===== config.mk =====
export PLATFORM = sky130hd
export DESIGN_NAME = seg7_decoder_flat
export DESIGN_NICKNAME = d
export VERILOG_FILES = /design/src/rtl/seg7_pkg.sv /design/src/rtl/seg7_decoder_if.sv /design/src/rtl/seg7_comb.sv /design/src/rtl/seg7_decoder.sv /design/src/flat_wrapper.sv
export SDC_FILE = /design/constraint.sdc
export NUM_CORES = 1
export LEC_CHECK = 0
export CORE_MARGIN = 3
export CORE_UTILIZATION = 38
export CTS_CLUSTER_SIZE = 14
export DETAILED_ROUTE_END_ITERATION = 12
export GPL_TIMING_DRIVEN = 0
export PLACE_DENSITY = 0.73
export SLEW_MARGIN = 15
export SYNTH_ARGS = -nofsm -noshare
export SYNTH_HDL_FRONTEND = slang
export SYNTH_HIERARCHICAL = 1
export SYNTH_SLANG_ARGS = --single-unit

===== constraint.sdc =====
create_clock -name clk -period 1.74 [get_ports clk]
set_input_delay 0.261 -clock clk [delete_from_list [all_inputs] [get_ports clk]]
set_output_delay 0.261 -clock clk [all_outputs]
set_load 0.02 [all_outputs]

===== src/rtl/seg7_pkg.sv =====
// Shared 7-segment definitions: segment width, glyph table, blank pattern and encoder.
package seg7_pkg;

  localparam int SEG_W = 7;

  typedef logic [SEG_W-1:0] seg_t;

  localparam seg_t SEG_BLANK = 7'h00;

  // Glyphs for 0x0..0xF packed low-to-high, bit order g..a, active-high.
  localparam logic [16*SEG_W-1:0] SEG_GLYPHS = {
    7'h71, 7'h79, 7'h5E, 7'h39, 7'h7C, 7'h77, 7'h6F, 7'h7F,
    7'h07, 7'h7D, 7'h6D, 7'h66, 7'h4F, 7'h5B, 7'h06, 7'h3F
  };

  function automatic seg_t seg7_encode(input logic [3:0] nibble, input logic blank);
    seg_t glyph;
    glyph = SEG_GLYPHS[nibble*SEG_W +: SEG_W];
    return blank ? SEG_BLANK : glyph;
  endfunction

endpackage


===== src/rtl/seg7_decoder_if.sv =====
// Display-side bus of seg7_decoder; decimal point signals exist only with SEG7_DP_EN.
interface seg7_decoder_if;
  import seg7_pkg::*;

  logic       en;
  logic       blank;
  logic [3:0] digit;
  seg_t       seg_async;
  seg_t       seg_sync;
  logic       changed;
`ifdef SEG7_DP_EN
  logic       dp;
  logic       dp_sync;

  modport master (output en, blank, digit, dp,
                  input  seg_async, seg_sync, changed, dp_sync);
  modport slave  (input  en, blank, digit, dp,
                  output seg_async, seg_sync, changed, dp_sync);
`else
  modport master (output en, blank, digit,
                  input  seg_async, seg_sync, changed);
  modport slave  (input  en, blank, digit,
                  output seg_async, seg_sync, changed);
`endif
endinterface


===== src/rtl/seg7_comb.sv =====
// Combinational nibble-to-segment encoder with output polarity applied.
// Optional decimal point path under SEG7_DP_EN.
module seg7_comb
  import seg7_pkg::*;
#(
  parameter bit ACTIVE_LOW = 1'b0
) (
  input  logic [3:0] i_digit,
  input  logic       i_blank,
`ifdef SEG7_DP_EN
  input  logic       i_dp,
  output logic       o_dp,
`endif
  output seg_t       o_seg
);

  seg_t w_seg_raw;

  always_comb begin
    w_seg_raw = seg7_encode(i_digit, i_blank);
    o_seg     = ACTIVE_LOW ? ~w_seg_raw : w_seg_raw;
  end

`ifdef SEG7_DP_EN
  logic w_dp_raw;

  always_comb begin
    w_dp_raw = i_dp & ~i_blank;
    o_dp     = ACTIVE_LOW ? ~w_dp_raw : w_dp_raw;
  end
`endif

endmodule


===== src/rtl/seg7_decoder.sv =====
// Hex-nibble 7-segment decoder: combinational and registered segment views plus change flag.
// Optional decimal point (input dp, output dp_sync) enabled by SEG7_DP_EN.
module seg7_decoder
  import seg7_pkg::*;
#(
  parameter bit ACTIVE_LOW  = 1'b0,
  parameter bit RESET_BLANK = 1'b1
) (
  input  logic          clk,
  input  logic          rst,
  seg7_decoder_if.slave bus
);

  // Reset pattern is chosen before polarity so both resets follow ACTIVE_LOW.
  localparam seg_t RST_RAW = RESET_BLANK ? SEG_BLANK : seg7_encode(4'h0, 1'b0);
  localparam seg_t RST_SEG = ACTIVE_LOW ? ~RST_RAW : RST_RAW;

  seg_t w_seg;
  seg_t r_seg_sync;
  logic r_changed;

`ifdef SEG7_DP_EN
  logic w_dp;
  logic r_dp_sync;

  seg7_comb #(.ACTIVE_LOW(ACTIVE_LOW)) u_comb (
    .i_digit (bus.digit),
    .i_blank (bus.blank),
    .i_dp    (bus.dp),
    .o_dp    (w_dp),
    .o_seg   (w_seg)
  );

  always_ff @(posedge clk) begin
    if (rst) begin
      r_dp_sync <= ACTIVE_LOW;
    end else if (bus.en) begin
      r_dp_sync <= w_dp;
    end
  end

  assign bus.dp_sync = r_dp_sync;
`else
  seg7_comb #(.ACTIVE_LOW(ACTIVE_LOW)) u_comb (
    .i_digit (bus.digit),
    .i_blank (bus.blank),
    .o_seg   (w_seg)
  );
`endif

  always_ff @(posedge clk) begin
    if (rst) begin
      r_seg_sync <= RST_SEG;
      r_changed  <= 1'b0;
    end else if (bus.en) begin
      r_seg_sync <= w_seg;
      r_changed  <= (w_seg != r_seg_sync);
    end else begin
      r_changed  <= 1'b0;
    end
  end

  assign bus.seg_async = w_seg;
  assign bus.seg_sync  = r_seg_sync;
  assign bus.changed   = r_changed;

endmodule


===== src/flat_wrapper.sv =====
// flat-port wrapper written by rule: the top's interface ports become plain ports
module seg7_decoder_flat import seg7_pkg::*;
#(
  parameter bit ACTIVE_LOW  = 1'b0,
  parameter bit RESET_BLANK = 1'b1
)
  (clk, rst, bus_en, bus_blank, bus_digit, bus_seg_async, bus_seg_sync, bus_changed);
  seg7_decoder_if bus_i ();
  input  logic clk;
  input  logic rst;
  input wire logic [$bits(bus_i.en)-1:0] bus_en;
  input wire logic [$bits(bus_i.blank)-1:0] bus_blank;
  input wire logic [$bits(bus_i.digit)-1:0] bus_digit;
  output wire logic [$bits(bus_i.seg_async)-1:0] bus_seg_async;
  output wire logic [$bits(bus_i.seg_sync)-1:0] bus_seg_sync;
  output wire logic [$bits(bus_i.changed)-1:0] bus_changed;
  assign bus_i.en = bus_en;
  assign bus_i.blank = bus_blank;
  assign bus_i.digit = bus_digit;
  assign bus_seg_async = bus_i.seg_async;
  assign bus_seg_sync = bus_i.seg_sync;
  assign bus_changed = bus_i.changed;
  seg7_decoder #(.ACTIVE_LOW(ACTIVE_LOW), .RESET_BLANK(RESET_BLANK)) u_core (.clk(clk), .rst(rst), .bus(bus_i));
endmodule

# Yosys cells after proc, flatten, opt, wreduce, memory -nomap -nowiden
# Index checks and enable logic that the tools add are counted.
# W data, S select, Z words.
# word_totals
register_bits,8
inputBits,8
output_inout_bits,15
wordCells,8
# classes
mul,1
n_eq_ne,1
shift,1
muxes,1
bitwise_logic,1
n_reduce_logical,1
# op_table
op,count
$shiftx A112 B8 Y7 const A,1
$mul A4 B3 Y7 const B,1
$mux W7,1
$ne A7 B7 Y1,1
$reduce_or A2 Y1,1
$not A1 Y1,1

# Longest topological paths before layout
# depth
word_depth,4
ltp_mapped,8
mapped_depth_nobuf,8

# Hierarchy
# Netlist, hierarchy kept.
# by_module_without_submodules
module,instances,cells_per_inst,area_per_inst_um2
seg7_decoder,1,34,347.8
seg7_comb,1,33,269.0

# Least setup slack after synthesis
# No wires, ideal clock.
# synth_timing
path_kind,input port to flip-flop
start,in bus_digit[1]
end,reg u_core.r_changed (netlist: u_core/bus.changed)
arrival_time_ns,2.040
setup_slack_ns,-0.436
stages,7
cell_sequence,inv_1 ha_1 and2b_1 a221oi_1 xor2_1 nor4_1 a41oi_1
# synth_via
elab_chain_cells,4
# synth_rtl
element,line,text
start: declaration,flat_wrapper.sv:13,input wire logic [$bits(bus_i.digit)-1:0] bus_digit;
$mul A4 B3 Y7,seg7_pkg.sv:18,glyph = SEG_GLYPHS[nibble*SEG_W +: SEG_W];
$shiftx A112 B8 Y7,seg7_pkg.sv:18,
$mux W7,seg7_pkg.sv:19,return blank ? SEG_BLANK : glyph;
via bus_seg_async[2],flat_wrapper.sv:14,output wire logic [$bits(bus_i.seg_async)-1:0] bus_seg_async;
$ne A7 B7 Y1,seg7_decoder.sv:57,r_changed <= (w_seg != r_seg_sync);
end signal: assignment,seg7_decoder.sv:57,
end: declaration,seg7_decoder.sv:20,logic r_changed;
# The timed path passes the listed nets, and every way through them passes these cells.
# A chain may end at the register's enable or synchronous reset.

# Final worst setup path
# layout_timing
start,in bus_digit[0]
end,out bus_seg_async[3]
# layout_via
elab_chain_cells,3
# layout_rtl
element,line
$mul A4 B3 Y7,seg7_pkg.sv:18
$shiftx A112 B8 Y7,seg7_pkg.sv:18
$mux W7,seg7_pkg.sv:19
end: declaration,flat_wrapper.sv:14
# Every way passes these cells.

==> flow_metrics.py <==
metrics = {
    "outcome": {
        "status": "complete, no violations",
    },
    "timing": {
        "tightest_slew_ns": 0.314,
        "drv_slew": 0,
        "fmax_ghz": 0.589,
        "fin_tns_setup_ns": 0,
        "clock_skew_ns": 0.00135,
        "layout_setup_ws_ns": 0.0413,
        "slew_headroom_pct": 79.1,
        "setup_viol": 0,
        "finalHoldWorstSlack_ns": 0.332,
        "post-route-period-util_pct": 97.6,
        "timing_hold_violations_final": 0,
        "finalCriticalPeriod_ns": 1.70,
        "rsz0062_at_grt": "false",
    },
    "worst_setup_path": {
        "critPathRequiredTime_ns": 1.48,
        "worstPathMaxFanout": 5,
        "criticalPathCategory": "in -> out",
        "cp-start-kind": "input port",
        "r2r_slack_ns": 0.67,
        "reg2reg_from": "u_core/bus.seg_sync[2]",
        "r2r_end": "u_core/bus.changed",
        "worstPathArrival_ns": 1.44,
        "critPathSlowestCell": "mux4_2",
        "crit_top_cell": "buf_6",
        "critPathTopFamily": "multiplexers",
        "reg2reg_depth": 3,
        "end_kind": "primary output",
        "critPathMaxStageDelay_ns": 0.48,
        "timing.critical_path.buf_inv": 4,
        "crit_chain": "buf_6 > inv_4 > ha_4 > inv_2 > mux4_2 > nor2_4 > buf_6",
    },
    "clocking": {
        "ctsHtreeMaxLevel": 1,
        "clkSinkCount": 8,
        "clk-insertion-delay-late_ns": 0.25,
        "clk_path_buf_depth": 2,
        "clk_pin_slew_ns": 0.05,
        "cts_buffers": 3,
        "tritoncts": "done",
        "cts_root_buf": "clkbuf_4",
        "hold_buffers": 0,
    },
    "finish": {
        "final_common_cell": "nor2_1",
        "layout.nets": 108,
        "insertedDiodeCount": 0,
        "drive_above_1_share_pct": 40.2,
        "final_area_um2": 976,
        "fin_util_pct": 69.0,
        "final_cell_mix": "nor2_1, mux2i_1, clkdlybuf4s50_1, dfxtp_1, buf_6",
        "syn_to_final_growth_pct": 58.2,
        "num-fill-cells": 118,
    },
    "pwr": {
        "intPower_w": 0.000388,
        "power.leakage_nw": 0.422,
        "p_clk_share_pct": 23.6,
        "switching_share_pct": 33.4,
        "p_comb_share_pct": 41.6,
        "power.share.sequential_pct": 34.8,
        "p_switching_w": 0.000195,
        "p_per_area_nw_per_um2": 597,
        "peakVddDrop_v": 0.000574,
    },
    "hold_path": {
        "whs_path_depth": 2,
        "holdPathEnd": "u_core/bus.seg_sync[1]",
        "min-delay-start": "rst",
        "min_path_type": "in -> reg",
    },
    "logic_synthesis": {
        "synth_seq_cells": 8,
        "synth-seq-area-share_pct": 26.0,
        "syn_inst": 67,
        "synth-warning-count": 6,
        "yosysUniqueCellTypes": 22,
        "syn-num-nets": 81,
        "synth_area_per_cell_um2": 9.21,
        "syn_area_um2": 617,
    },
    "global_route": {
        "antenna_found_initial": 0,
        "grt.overflow.total": 0,
        "gr-usage-all-layers_pct": 16.5,
        "grt_pass1_vias": 570,
        "grt_pass1_wl_um": 2450,
        "grt_max_degree": 11,
    },
    "detailed_routing": {
        "avgViaCountPerCell": 5.17,
        "routedWlPerCell_um": 13.3,
        "first_pass_iters": 2,
        "ant_nets": 0,
        "drt_iter0_drc": 1,
        "route.detailed.drc": 0,
        "routed_wl_um": 1430,
        "route.vias.total": 553,
    },
    "floorplan": {
        "start_util_pct": 43.6,
        "fp.dieH_um": 46.3,
        "die_area_um2": 2140,
        "io_pins": 23,
        "die_x_um": 46.3,
        "num_rows": 13,
        "coreArea_um2": 1420,
    },
    "place": {
        "dpl_worst_slack_ns": -1.07,
        "placed_cell_area_um2": 910,
        "portBuffers": 19,
        "gp_congestion": 0.794,
        "dp_hpwl_um": 1110,
    },
    "job": {
        "cap_violations": 0,
    },
}
[synth_stat cells]
cell	instances	share of area, %
nor3_1	2	1.6
a31o_2	1	1.4
inv_1	4	2.4
mux2i_1	10	16
mux4_1	1	4.3
a41oi_1	1	1.4
nand2b_1	1	1.0
buf_2	2	1.6
buf_1	1	0.61
xnor2_1	3	4.3
a221oi_1	2	2.8
a21oi_1	1	0.81
and2b_1	1	1.2
ha_1	6	12
xor2_1	4	5.7
a211oi_1	2	2.4
nor2_1	13	7.9
mux2_2	1	1.8
dfxtp_1	8	26
a311oi_1	1	1.4
nor4_1	1	1.0
buf_6	1	1.8
[per-stage QoR]
stage | std cells | total power (W)
after detailed placement | 101 | 0.000434
after global placement | 101 | 0.000431
after CTS | 107 | 0.000589
after floorplan | 67 | 0.000350
final | 107 | 0.000583
after global routing | 107 | 0.000626
[worst register-to-register path: stages (launching register included)]
cell     delay [ns]
dfxtp_1        0.32
xor2_1         0.17
nor4_2         0.31
a41oi_1        0.14
[flip-flops by register name, summed over array words and instances, names as in the netlist]
name and flops:
u_core/bus.changed 1, u_core/bus.seg_sync 7
[power by group through the flow]
stage	Combinational (W)	Clock [W]	Sequential (W)
finish	0.000242	0.000138	0.000203
global route	0.000263	0.000159	0.000204
global placement	0.000225	0	0.000206
floorplan	0.000131	0	0.000219
detailed placement	0.000227	0	0.000207
CTS	0.000240	0.000146	0.000203
[cell families (layout without fill, tap and decap cells)]
group | count (synthesis) | in the layout | share of synthesized area (%)
simple gates | 18 | 18 | 12.8
mux | 12 | 12 | 22.3
compound gates | 8 | 8 | 10.3
flops | 8 | 8 | 26.0
buf+inv | 8 | 33 | 6.49
xor+xnor | 7 | 7 | 9.94
fa+ha+maj | 6 | 6 | 12.2
[area by class of cell]
| class | count | area [um^2] | area share (%) |
|---|---|---|---|
| Multi-Input combinational cell | 51 | 518 | 53.1 |
| Timing Repair Buffer | 22 | 209 | 21.4 |
| Sequential cell | 8 | 160 | 16.4 |
| Buffer | 4 | 25.0 | 2.56 |
| Clock buffer | 3 | 22.5 | 2.31 |
| Inverter | 4 | 22.5 | 2.31 |
| Tap cell | 15 | 18.8 | 1.92 |
[worst max path at each step]
stage / from / slack (ns) / endpoint / depth (start not counted)
after floorplan: bus_digit[0] / 0.004 / u_core/bus.changed / 8
final: bus_digit[0] / 0.04 / bus_seg_async[3] / 7
after detailed placement: bus_digit[0] / -1.07 / bus_seg_async[3] / 7
after CTS: bus_digit[0] / 0.004 / bus_seg_async[3] / 7
after global placement: bus_digit[0] / -1.07 / bus_seg_async[3] / 7
after global routing: bus_digit[0] / 0.009 / u_core/bus.changed / 10
[repair_timing]
action                                  in CTS  in global routing
pin swaps                                    3                  3
gates resized for setup                     51                  9
endpoints found under the setup margin      11                  6
buffers inserted                             3                  0
hold endpoints to repair                     0                  0
[per-layer routing]
metal	wire (um)	GRT usage, %	part of all wire, %
met5	0	0	0
met4	26	6.82	1.8
met1	635	20.4	45
met2	703	26.4	49
met3	60	4.69	4.2
Note: power is estimated with default switching activity, not from simulation.
